$ cat config.mk
export PLATFORM = sky130hd
export DESIGN_NAME = alu_acc_ctrl_flat
export DESIGN_NICKNAME = d
export VERILOG_FILES = /design/src/rtl/alu_pkg.sv /design/src/rtl/alu_acc_ctrl_if.sv /design/src/rtl/alu16.sv /design/src/rtl/alu_acc_ctrl.sv /design/src/flat_wrapper.sv
export SDC_FILE = /design/constraint.sdc
export NUM_CORES = 1
export LEC_CHECK = 0
export CORE_ASPECT_RATIO = 1.5
export CORE_MARGIN = 8
export CORE_UTILIZATION = 42
export CTS_CLUSTER_SIZE = 16
export DETAILED_ROUTE_END_ITERATION = 7
export HOLD_SLACK_MARGIN = 0.08
export SLEW_MARGIN = 20
export SYNTH_ARGS = -nofsm -noshare
export SYNTH_HDL_FRONTEND = slang
export SYNTH_SLANG_ARGS = --single-unit
$ cat constraint.sdc
create_clock -name clk -period 8.1 [get_ports clk]
set_input_delay 1.62 -clock clk [delete_from_list [all_inputs] [get_ports clk]]
set_output_delay 1.62 -clock clk [all_outputs]
set_load 0.05 [all_outputs]
$ cat src/rtl/alu_pkg.sv
// Shared definitions for the accumulator sequencer and its alu16 datapath:
// default widths, opcode encodings, FSM states and opcode classification helpers.
package alu_pkg;

  localparam int WIDTH_DEFAULT = 16;
  localparam int CNT_W_DEFAULT = 4;

  localparam logic [3:0] OP_ADD  = 4'h0;
  localparam logic [3:0] OP_SUB  = 4'h1;
  localparam logic [3:0] OP_AND  = 4'h2;
  localparam logic [3:0] OP_OR   = 4'h3;
  localparam logic [3:0] OP_XOR  = 4'h4;
  localparam logic [3:0] OP_NOT  = 4'h5;
  localparam logic [3:0] OP_SHL1 = 4'h6;
  localparam logic [3:0] OP_SHR1 = 4'h7;
  localparam logic [3:0] OP_EQ   = 4'h8;
  localparam logic [3:0] OP_GT   = 4'h9;
  localparam logic [3:0] OP_READ = 4'hE;
  localparam logic [3:0] OP_LOAD = 4'hF;

  typedef enum logic [1:0] {
    ST_IDLE,
    ST_EXEC,
    ST_RESP
  } state_e;

  function automatic logic is_legal_op(input logic [3:0] op);
    return (op <= OP_GT) || (op == OP_READ) || (op == OP_LOAD);
  endfunction

  // Opcodes 0000-0111 write the accumulator and honour the repeat count.
  function automatic logic is_exec_op(input logic [3:0] op);
    return (op[3] == 1'b0);
  endfunction

endpackage

$ cat src/rtl/alu_acc_ctrl_if.sv
// Command/response channel of the accumulator sequencer.
// master = host side, slave = alu_acc_ctrl.
interface alu_acc_ctrl_if #(
  parameter int WIDTH = alu_pkg::WIDTH_DEFAULT,
  parameter int CNT_W = alu_pkg::CNT_W_DEFAULT
);
  logic             cmd_valid;
  logic             cmd_ready;
  logic [3:0]       cmd_op;
  logic [WIDTH-1:0] cmd_operand;
  logic [CNT_W-1:0] cmd_rpt;
  logic             rsp_valid;
  logic             rsp_ready;
  logic [WIDTH-1:0] rsp_data;
  logic             rsp_zero;
  logic             rsp_carry;
  logic             rsp_neg;
  logic             rsp_err;

  modport master (
    output cmd_valid, cmd_op, cmd_operand, cmd_rpt, rsp_ready,
    input  cmd_ready, rsp_valid, rsp_data, rsp_zero, rsp_carry, rsp_neg, rsp_err
  );

  modport slave (
    input  cmd_valid, cmd_op, cmd_operand, cmd_rpt, rsp_ready,
    output cmd_ready, rsp_valid, rsp_data, rsp_zero, rsp_carry, rsp_neg, rsp_err
  );
endinterface

$ cat src/rtl/alu16.sv
// Combinational ALU: result plus zero/carry/negative flags for the selected opcode.
// Carry is carry-out for ADD, borrow for SUB, and the shifted-out bit for shifts.
module alu16
  import alu_pkg::*;
#(
  parameter int WIDTH = WIDTH_DEFAULT
) (
  input  logic [WIDTH-1:0] a_i,
  input  logic [WIDTH-1:0] b_i,
  input  logic [3:0]       sel_i,
  output logic [WIDTH-1:0] y_o,
  output logic             zero_o,
  output logic             carry_o,
  output logic             neg_o
);

  logic [WIDTH:0] sum;

  always_comb begin
    y_o     = '0;
    carry_o = 1'b0;
    sum     = '0;
    case (sel_i)
      OP_ADD: begin
        sum     = {1'b0, a_i} + {1'b0, b_i};
        y_o     = sum[WIDTH-1:0];
        carry_o = sum[WIDTH];
      end
      OP_SUB: begin
        sum     = {1'b0, a_i} - {1'b0, b_i};
        y_o     = sum[WIDTH-1:0];
        carry_o = sum[WIDTH];
      end
      OP_AND:  y_o = a_i & b_i;
      OP_OR:   y_o = a_i | b_i;
      OP_XOR:  y_o = a_i ^ b_i;
      OP_NOT:  y_o = ~a_i;
      OP_SHL1: begin
        y_o     = {a_i[WIDTH-2:0], 1'b0};
        carry_o = a_i[WIDTH-1];
      end
      OP_SHR1: begin
        y_o     = {1'b0, a_i[WIDTH-1:1]};
        carry_o = a_i[0];
      end
      OP_EQ:   y_o = {{(WIDTH-1){1'b0}}, (a_i == b_i)};
      OP_GT:   y_o = {{(WIDTH-1){1'b0}}, (a_i > b_i)};
      default: y_o = '0;
    endcase
  end

  assign zero_o = (y_o == '0);
  assign neg_o  = y_o[WIDTH-1];

endmodule

$ cat src/rtl/alu_acc_ctrl.sv
// Accumulator command sequencer driving one alu16. Build option ALU_ACC_STICKY_CARRY_EN
// makes the EXEC carry the OR over all repeat iterations instead of the last one.
module alu_acc_ctrl
  import alu_pkg::*;
#(
  parameter int WIDTH = WIDTH_DEFAULT,
  parameter int CNT_W = CNT_W_DEFAULT
) (
  input  logic          clk,
  input  logic          rst,
  alu_acc_ctrl_if.slave bus
);

  state_e           state_q;
  logic [WIDTH-1:0] acc_q;
  logic [WIDTH-1:0] opnd_q;
  logic [3:0]       op_q;
  logic [CNT_W-1:0] cnt_q;
  logic             ex_zero_q;
  logic             ex_carry_q;
  logic             ex_neg_q;
  logic             cmd_ready_q;
  logic             rsp_valid_q;
  logic [WIDTH-1:0] rsp_data_q;
  logic             rsp_zero_q;
  logic             rsp_carry_q;
  logic             rsp_neg_q;
  logic             rsp_err_q;

  logic [WIDTH-1:0] alu_y;
  logic             alu_z;
  logic             alu_c;
  logic             alu_n;
  logic             carry_d;
  logic [CNT_W-1:0] cnt_d;

  alu16 #(.WIDTH(WIDTH)) u_alu (
    .a_i     (acc_q),
    .b_i     (opnd_q),
    .sel_i   (op_q),
    .y_o     (alu_y),
    .zero_o  (alu_z),
    .carry_o (alu_c),
    .neg_o   (alu_n)
  );

`ifdef ALU_ACC_STICKY_CARRY_EN
  assign carry_d = ex_carry_q | alu_c;
`else
  assign carry_d = alu_c;
`endif

  assign cnt_d = (bus.cmd_rpt == '0) ? CNT_W'(1) : bus.cmd_rpt;

  always_ff @(posedge clk or posedge rst) begin
    if (rst) begin
      state_q     <= ST_IDLE;
      acc_q       <= '0;
      opnd_q      <= '0;
      op_q        <= OP_ADD;
      cnt_q       <= '0;
      ex_zero_q   <= 1'b0;
      ex_carry_q  <= 1'b0;
      ex_neg_q    <= 1'b0;
      cmd_ready_q <= 1'b1;
      rsp_valid_q <= 1'b0;
      rsp_data_q  <= '0;
      rsp_zero_q  <= 1'b0;
      rsp_carry_q <= 1'b0;
      rsp_neg_q   <= 1'b0;
      rsp_err_q   <= 1'b0;
    end else begin
      case (state_q)
        ST_IDLE: begin
          if (bus.cmd_valid && cmd_ready_q) begin
            op_q        <= bus.cmd_op;
            opnd_q      <= bus.cmd_operand;
            cnt_q       <= cnt_d;
            ex_carry_q  <= 1'b0;
            cmd_ready_q <= 1'b0;
            state_q     <= is_exec_op(bus.cmd_op) ? ST_EXEC : ST_RESP;
          end
        end
        ST_EXEC: begin
          acc_q      <= alu_y;
          ex_zero_q  <= alu_z;
          ex_neg_q   <= alu_n;
          ex_carry_q <= carry_d;
          cnt_q      <= cnt_q - 1'b1;
          if (cnt_q == CNT_W'(1)) begin
            state_q <= ST_RESP;
          end
        end
        ST_RESP: begin
          // First RESP cycle builds the response; afterwards it is frozen until taken.
          if (!rsp_valid_q) begin
            rsp_valid_q <= 1'b1;
            rsp_err_q   <= 1'b0;
            rsp_carry_q <= 1'b0;
            if (is_exec_op(op_q)) begin
              rsp_data_q  <= acc_q;
              rsp_zero_q  <= ex_zero_q;
              rsp_carry_q <= ex_carry_q;
              rsp_neg_q   <= ex_neg_q;
            end else if (!is_legal_op(op_q)) begin
              rsp_err_q  <= 1'b1;
              rsp_data_q <= acc_q;
              rsp_zero_q <= 1'b0;
              rsp_neg_q  <= 1'b0;
            end else if (op_q == OP_LOAD) begin
              acc_q      <= opnd_q;
              rsp_data_q <= opnd_q;
              rsp_zero_q <= (opnd_q == '0);
              rsp_neg_q  <= opnd_q[WIDTH-1];
            end else if (op_q == OP_READ) begin
              rsp_data_q <= acc_q;
              rsp_zero_q <= (acc_q == '0);
              rsp_neg_q  <= acc_q[WIDTH-1];
            end else begin
              rsp_data_q  <= alu_y;
              rsp_zero_q  <= alu_z;
              rsp_carry_q <= alu_c;
              rsp_neg_q   <= alu_n;
            end
          end else if (bus.rsp_ready) begin
            rsp_valid_q <= 1'b0;
            cmd_ready_q <= 1'b1;
            state_q     <= ST_IDLE;
          end
        end
        default: state_q <= ST_IDLE;
      endcase
    end
  end

  assign bus.cmd_ready = cmd_ready_q;
  assign bus.rsp_valid = rsp_valid_q;
  assign bus.rsp_data  = rsp_data_q;
  assign bus.rsp_zero  = rsp_zero_q;
  assign bus.rsp_carry = rsp_carry_q;
  assign bus.rsp_neg   = rsp_neg_q;
  assign bus.rsp_err   = rsp_err_q;

endmodule

$ cat src/flat_wrapper.sv
// flat-port wrapper written by rule: the top's interface ports become plain ports
module alu_acc_ctrl_flat import alu_pkg::*;
#(
  parameter int WIDTH = WIDTH_DEFAULT,
  parameter int CNT_W = CNT_W_DEFAULT
)
  (clk, rst, bus_cmd_valid, bus_cmd_op, bus_cmd_operand, bus_cmd_rpt, bus_rsp_ready, bus_cmd_ready, bus_rsp_valid, bus_rsp_data, bus_rsp_zero, bus_rsp_carry, bus_rsp_neg, bus_rsp_err);
  alu_acc_ctrl_if #(.WIDTH(WIDTH), .CNT_W(CNT_W)) bus_i ();
  input  logic clk;
  input  logic rst;
  input wire logic [$bits(bus_i.cmd_valid)-1:0] bus_cmd_valid;
  input wire logic [$bits(bus_i.cmd_op)-1:0] bus_cmd_op;
  input wire logic [$bits(bus_i.cmd_operand)-1:0] bus_cmd_operand;
  input wire logic [$bits(bus_i.cmd_rpt)-1:0] bus_cmd_rpt;
  input wire logic [$bits(bus_i.rsp_ready)-1:0] bus_rsp_ready;
  output wire logic [$bits(bus_i.cmd_ready)-1:0] bus_cmd_ready;
  output wire logic [$bits(bus_i.rsp_valid)-1:0] bus_rsp_valid;
  output wire logic [$bits(bus_i.rsp_data)-1:0] bus_rsp_data;
  output wire logic [$bits(bus_i.rsp_zero)-1:0] bus_rsp_zero;
  output wire logic [$bits(bus_i.rsp_carry)-1:0] bus_rsp_carry;
  output wire logic [$bits(bus_i.rsp_neg)-1:0] bus_rsp_neg;
  output wire logic [$bits(bus_i.rsp_err)-1:0] bus_rsp_err;
  assign bus_i.cmd_valid = bus_cmd_valid;
  assign bus_i.cmd_op = bus_cmd_op;
  assign bus_i.cmd_operand = bus_cmd_operand;
  assign bus_i.cmd_rpt = bus_cmd_rpt;
  assign bus_i.rsp_ready = bus_rsp_ready;
  assign bus_cmd_ready = bus_i.cmd_ready;
  assign bus_rsp_valid = bus_i.rsp_valid;
  assign bus_rsp_data = bus_i.rsp_data;
  assign bus_rsp_zero = bus_i.rsp_zero;
  assign bus_rsp_carry = bus_i.rsp_carry;
  assign bus_rsp_neg = bus_i.rsp_neg;
  assign bus_rsp_err = bus_i.rsp_err;
  alu_acc_ctrl #(.WIDTH(WIDTH), .CNT_W(CNT_W)) u_core (.clk(clk), .rst(rst), .bus(bus_i));
endmodule
==> results.yml <==
status:
  status: "completed"
worst_setup_path:
  cp.arrival_ps: 3790
  worstPathMaxFanout: 14
  timing.rr.start: "u_core.acc_q[5]"
  r2r-end: "u_core.acc_q[14]"
  startpoint_type: "flip-flop"
  endpoint_kind: "flip-flop"
  r2r_setup_slack_ps: 4520
  ff2ff_path_depth: 11
  criticalPathCategory: "flip-flop to flip-flop"
  crit_required_ps: 8310
  cp-startpoint: "u_core.acc_q[5]"
synthesis:
  synth_fp_nets: 891
  yosysSeqAreaShare_pct: 25.5
  syn_area_um2: 6590
  synthFlopType: "dfrtp_1"
  yosys_warnings: 0
  synth_edf_count: 0
  yosys_register_bits: 67
  async_reset_ff_share_pct: 100
  ys_types: 88
  avgSynthCellArea_um2: 8.15
  syn_inst: 808
layout:
  nFillCells: 1499
  fin_area_um2: 7350
  drive_gt1_share_pct: 9.82
  fin_nets: 903
  area_delta_synth_final_pct: 11.6
  n_antenna_cell: 0
place:
  place_congestion: 0.963
  hpwl_um: 18000
  port_buffers: 49
  placed_area_um2: 7080
floorplan:
  io_pins: 50
  die_h_um: 169
  start_util_pct: 42.5
  die_w_um: 118
  rows: 56
  core_area_um2: 15500
  dieArea_um2: 20000
clock_tree:
  cts.path.max_buffers: 2
  cts_resized: 0
  cts_buffers: 9
  cts_setup_buffers: 0
  clk-insertion-delay-late_ps: 330
  ctsHoldBuffers: 0
  h-tree-depth: 3
  cts_root_buffer: "clkbuf_16"
  path_clk_slew_ps: 50
  clkSinkCount: 67
  cts_tree: "done"
routing:
  via_per_inst: 6.38
  avgRoutedWirePerCell_um: 23.1
  drc_errors: 0
  drtIter0Drc: 507
  postRouteAntennaNets: 0
  dr.pass1.iters: 6
  finalWirelength_um: 23700
  vias: 6562
sta:
  max_clock_freq_ghz: 0.279
  tightestPinTransition_ps: 949
  hold_viol: 0
  fin_crit_ps: 3580
  grt_setup_unrepaired: "false"
  fin_setup_tns_ps: 0
  fin_skew_ps: 2.33
  fin_crit_sh_pct: 44.2
  relSlewSlack_pct: 36.5
  slew_violations: 0
  setup_viol: 0
global_routing:
  grt_max_degree: 68
  grtUsageTotal_pct: 23.1
  grt_pass1_vias: 6467
  antenna_found_initial: 0
  grt_pass1_wl_um: 36700
  grt_overflow: 0
min_path:
  hold_start: "u_core.bus.rsp_err"
  holdCritPathClass: "flip-flop to flip-flop"
  hold_path_end: "u_core.bus.rsp_err"
  holdPathStages: 2
job:
  cap_violations: 0
-- layout make-up --
cell class / count / area [um^2] / area share [%]
clock buffer: 13 / 240 / 3.27
clock inverter: 3 / 15.0 / 0.204
inverter: 56 / 210 / 2.86
multi-input combinational: 627 / 4380 / 59.7
sequential: 67 / 1680 / 22.8
tap: 203 / 254 / 3.46
timing repair buffer: 59 / 566 / 7.70
-- cells in the final DEF (no fill, tap or decap), types with 7 or more instances in the layout --
cell type        synthesis  layout
a31oi_1                  7       7
nand3_1                 23      23
mux2i_1                  9       9
a221o_1                  9       9
mux2_2                  23      23
ha_1                    53      53
nor2b_1                 12      12
clkdlybuf4s50_1          0      49
nand2_1                 65      65
nor4_1                  11      11
clkbuf_16                0       9
nor3_1                  21      21
o221ai_1                 8       8
a221oi_1                14      14
o21ai_0                 45      45
o21ai_1                  9       8
a21oi_1                 66      66
nand2b_1                11      11
buf_4                    4      10
a211o_1                  7       7
nor2_1                  78      77
dfrtp_1                 66      66
a21o_1                  13      13
inv_1                   55      54
o22ai_1                 12      12
-- stage by stage --
| stage | std cells | hold WS [ps] | setup WS (ps) | utilization, % |
|---|---|---|---|---|
| after floorplan | 808 | 444 | 4800 | - |
| after global placement | 1012 | 460 | 4610 | 45.7 |
| after detailed placement | 1012 | 467 | 4470 | 45.7 |
| after CTS | 1028 | 487 | 4460 | 47.4 |
| after global routing | 1028 | 497 | 4350 | 47.4 |
| final | 1028 | 486 | 4520 | 47.4 |
-- Yosys cell counts, types with 10 or more instances --
cell | number | area (um^2)
nand2_1 | 65 | 244
dfrtp_1 | 66 | 1650
clkbuf_1 | 25 | 93.8
buf_6 | 10 | 113
nand2b_1 | 11 | 68.8
nor3_1 | 21 | 105
a21o_1 | 13 | 97.6
nor2b_1 | 12 | 75.1
nor2_1 | 78 | 293
nor4_1 | 11 | 68.8
inv_1 | 55 | 206
o21ai_0 | 45 | 225
mux2_2 | 23 | 259
a221oi_1 | 14 | 123
nand3_1 | 23 | 115
buf_2 | 17 | 85.1
o22ai_1 | 12 | 75.1
a21oi_1 | 66 | 330
ha_1 | 53 | 663
-- routing by layer --
| metal | routed length [um] | vias up | track usage, % |
|---|---|---|---|
| li1 | - | 2999 | - |
| met5 | 0 | - | 0 |
| met4 | 1230 | 0 | 13.5 |
| met2 | 12200 | 297 | 41.4 |
| met1 | 9110 | 3194 | 26.2 |
| met3 | 1210 | 72 | 2.40 |
-- state kept, by name, summed over array words and instances (netlist names) --
signal	flops
u_core.ex_neg_q	1
u_core.bus.rsp_neg	1
u_core.bus.rsp_data	16
u_core.bus.cmd_ready	1
u_core.opnd_q	16
u_core.ex_zero_q	1
u_core.op_q	4
u_core.ex_carry_q	1
u_core.bus.rsp_zero	1
u_core.bus.rsp_valid	1
u_core.bus.rsp_err	1
u_core.state_q	2
u_core.cnt_q	4
u_core.acc_q	16
u_core.bus.rsp_carry	1
-- kinds of logic after synthesis --
family	after synthesis	synth area share [%]
compound gates	273	29.6
simple gates	266	20.6
buf+inv	114	8.19
mux	32	5.30
flops	67	25.5
fa+ha+maj	55	10.7
xor+xnor	1	0.133
-- critical path, cell delays in order (launching register included) --
cell and delay (ps):
dfrtp_1 580, inv_1 90, ha_1 500, nor3_4 400, nand2_2 130, a211o_1 420
a2111oi_4 490, nor3_1 100, o21a_1 180, o22ai_1 300, and3b_1 210, o21ai_1 60
-- worst max path at each step --
stage	end
2_1_floorplan	u_core.acc_q[0]
3_3_place_gp	u_core.acc_q[12]
3_5_place_dp	u_core.acc_q[12]
4_1_cts	u_core.acc_q[12]
5_1_grt	u_core.ex_zero_q
6_report	u_core.acc_q[14]
Power is not shown: default switching activity piles up to over one toggle a cycle in this logic, so the estimate is an artifact.
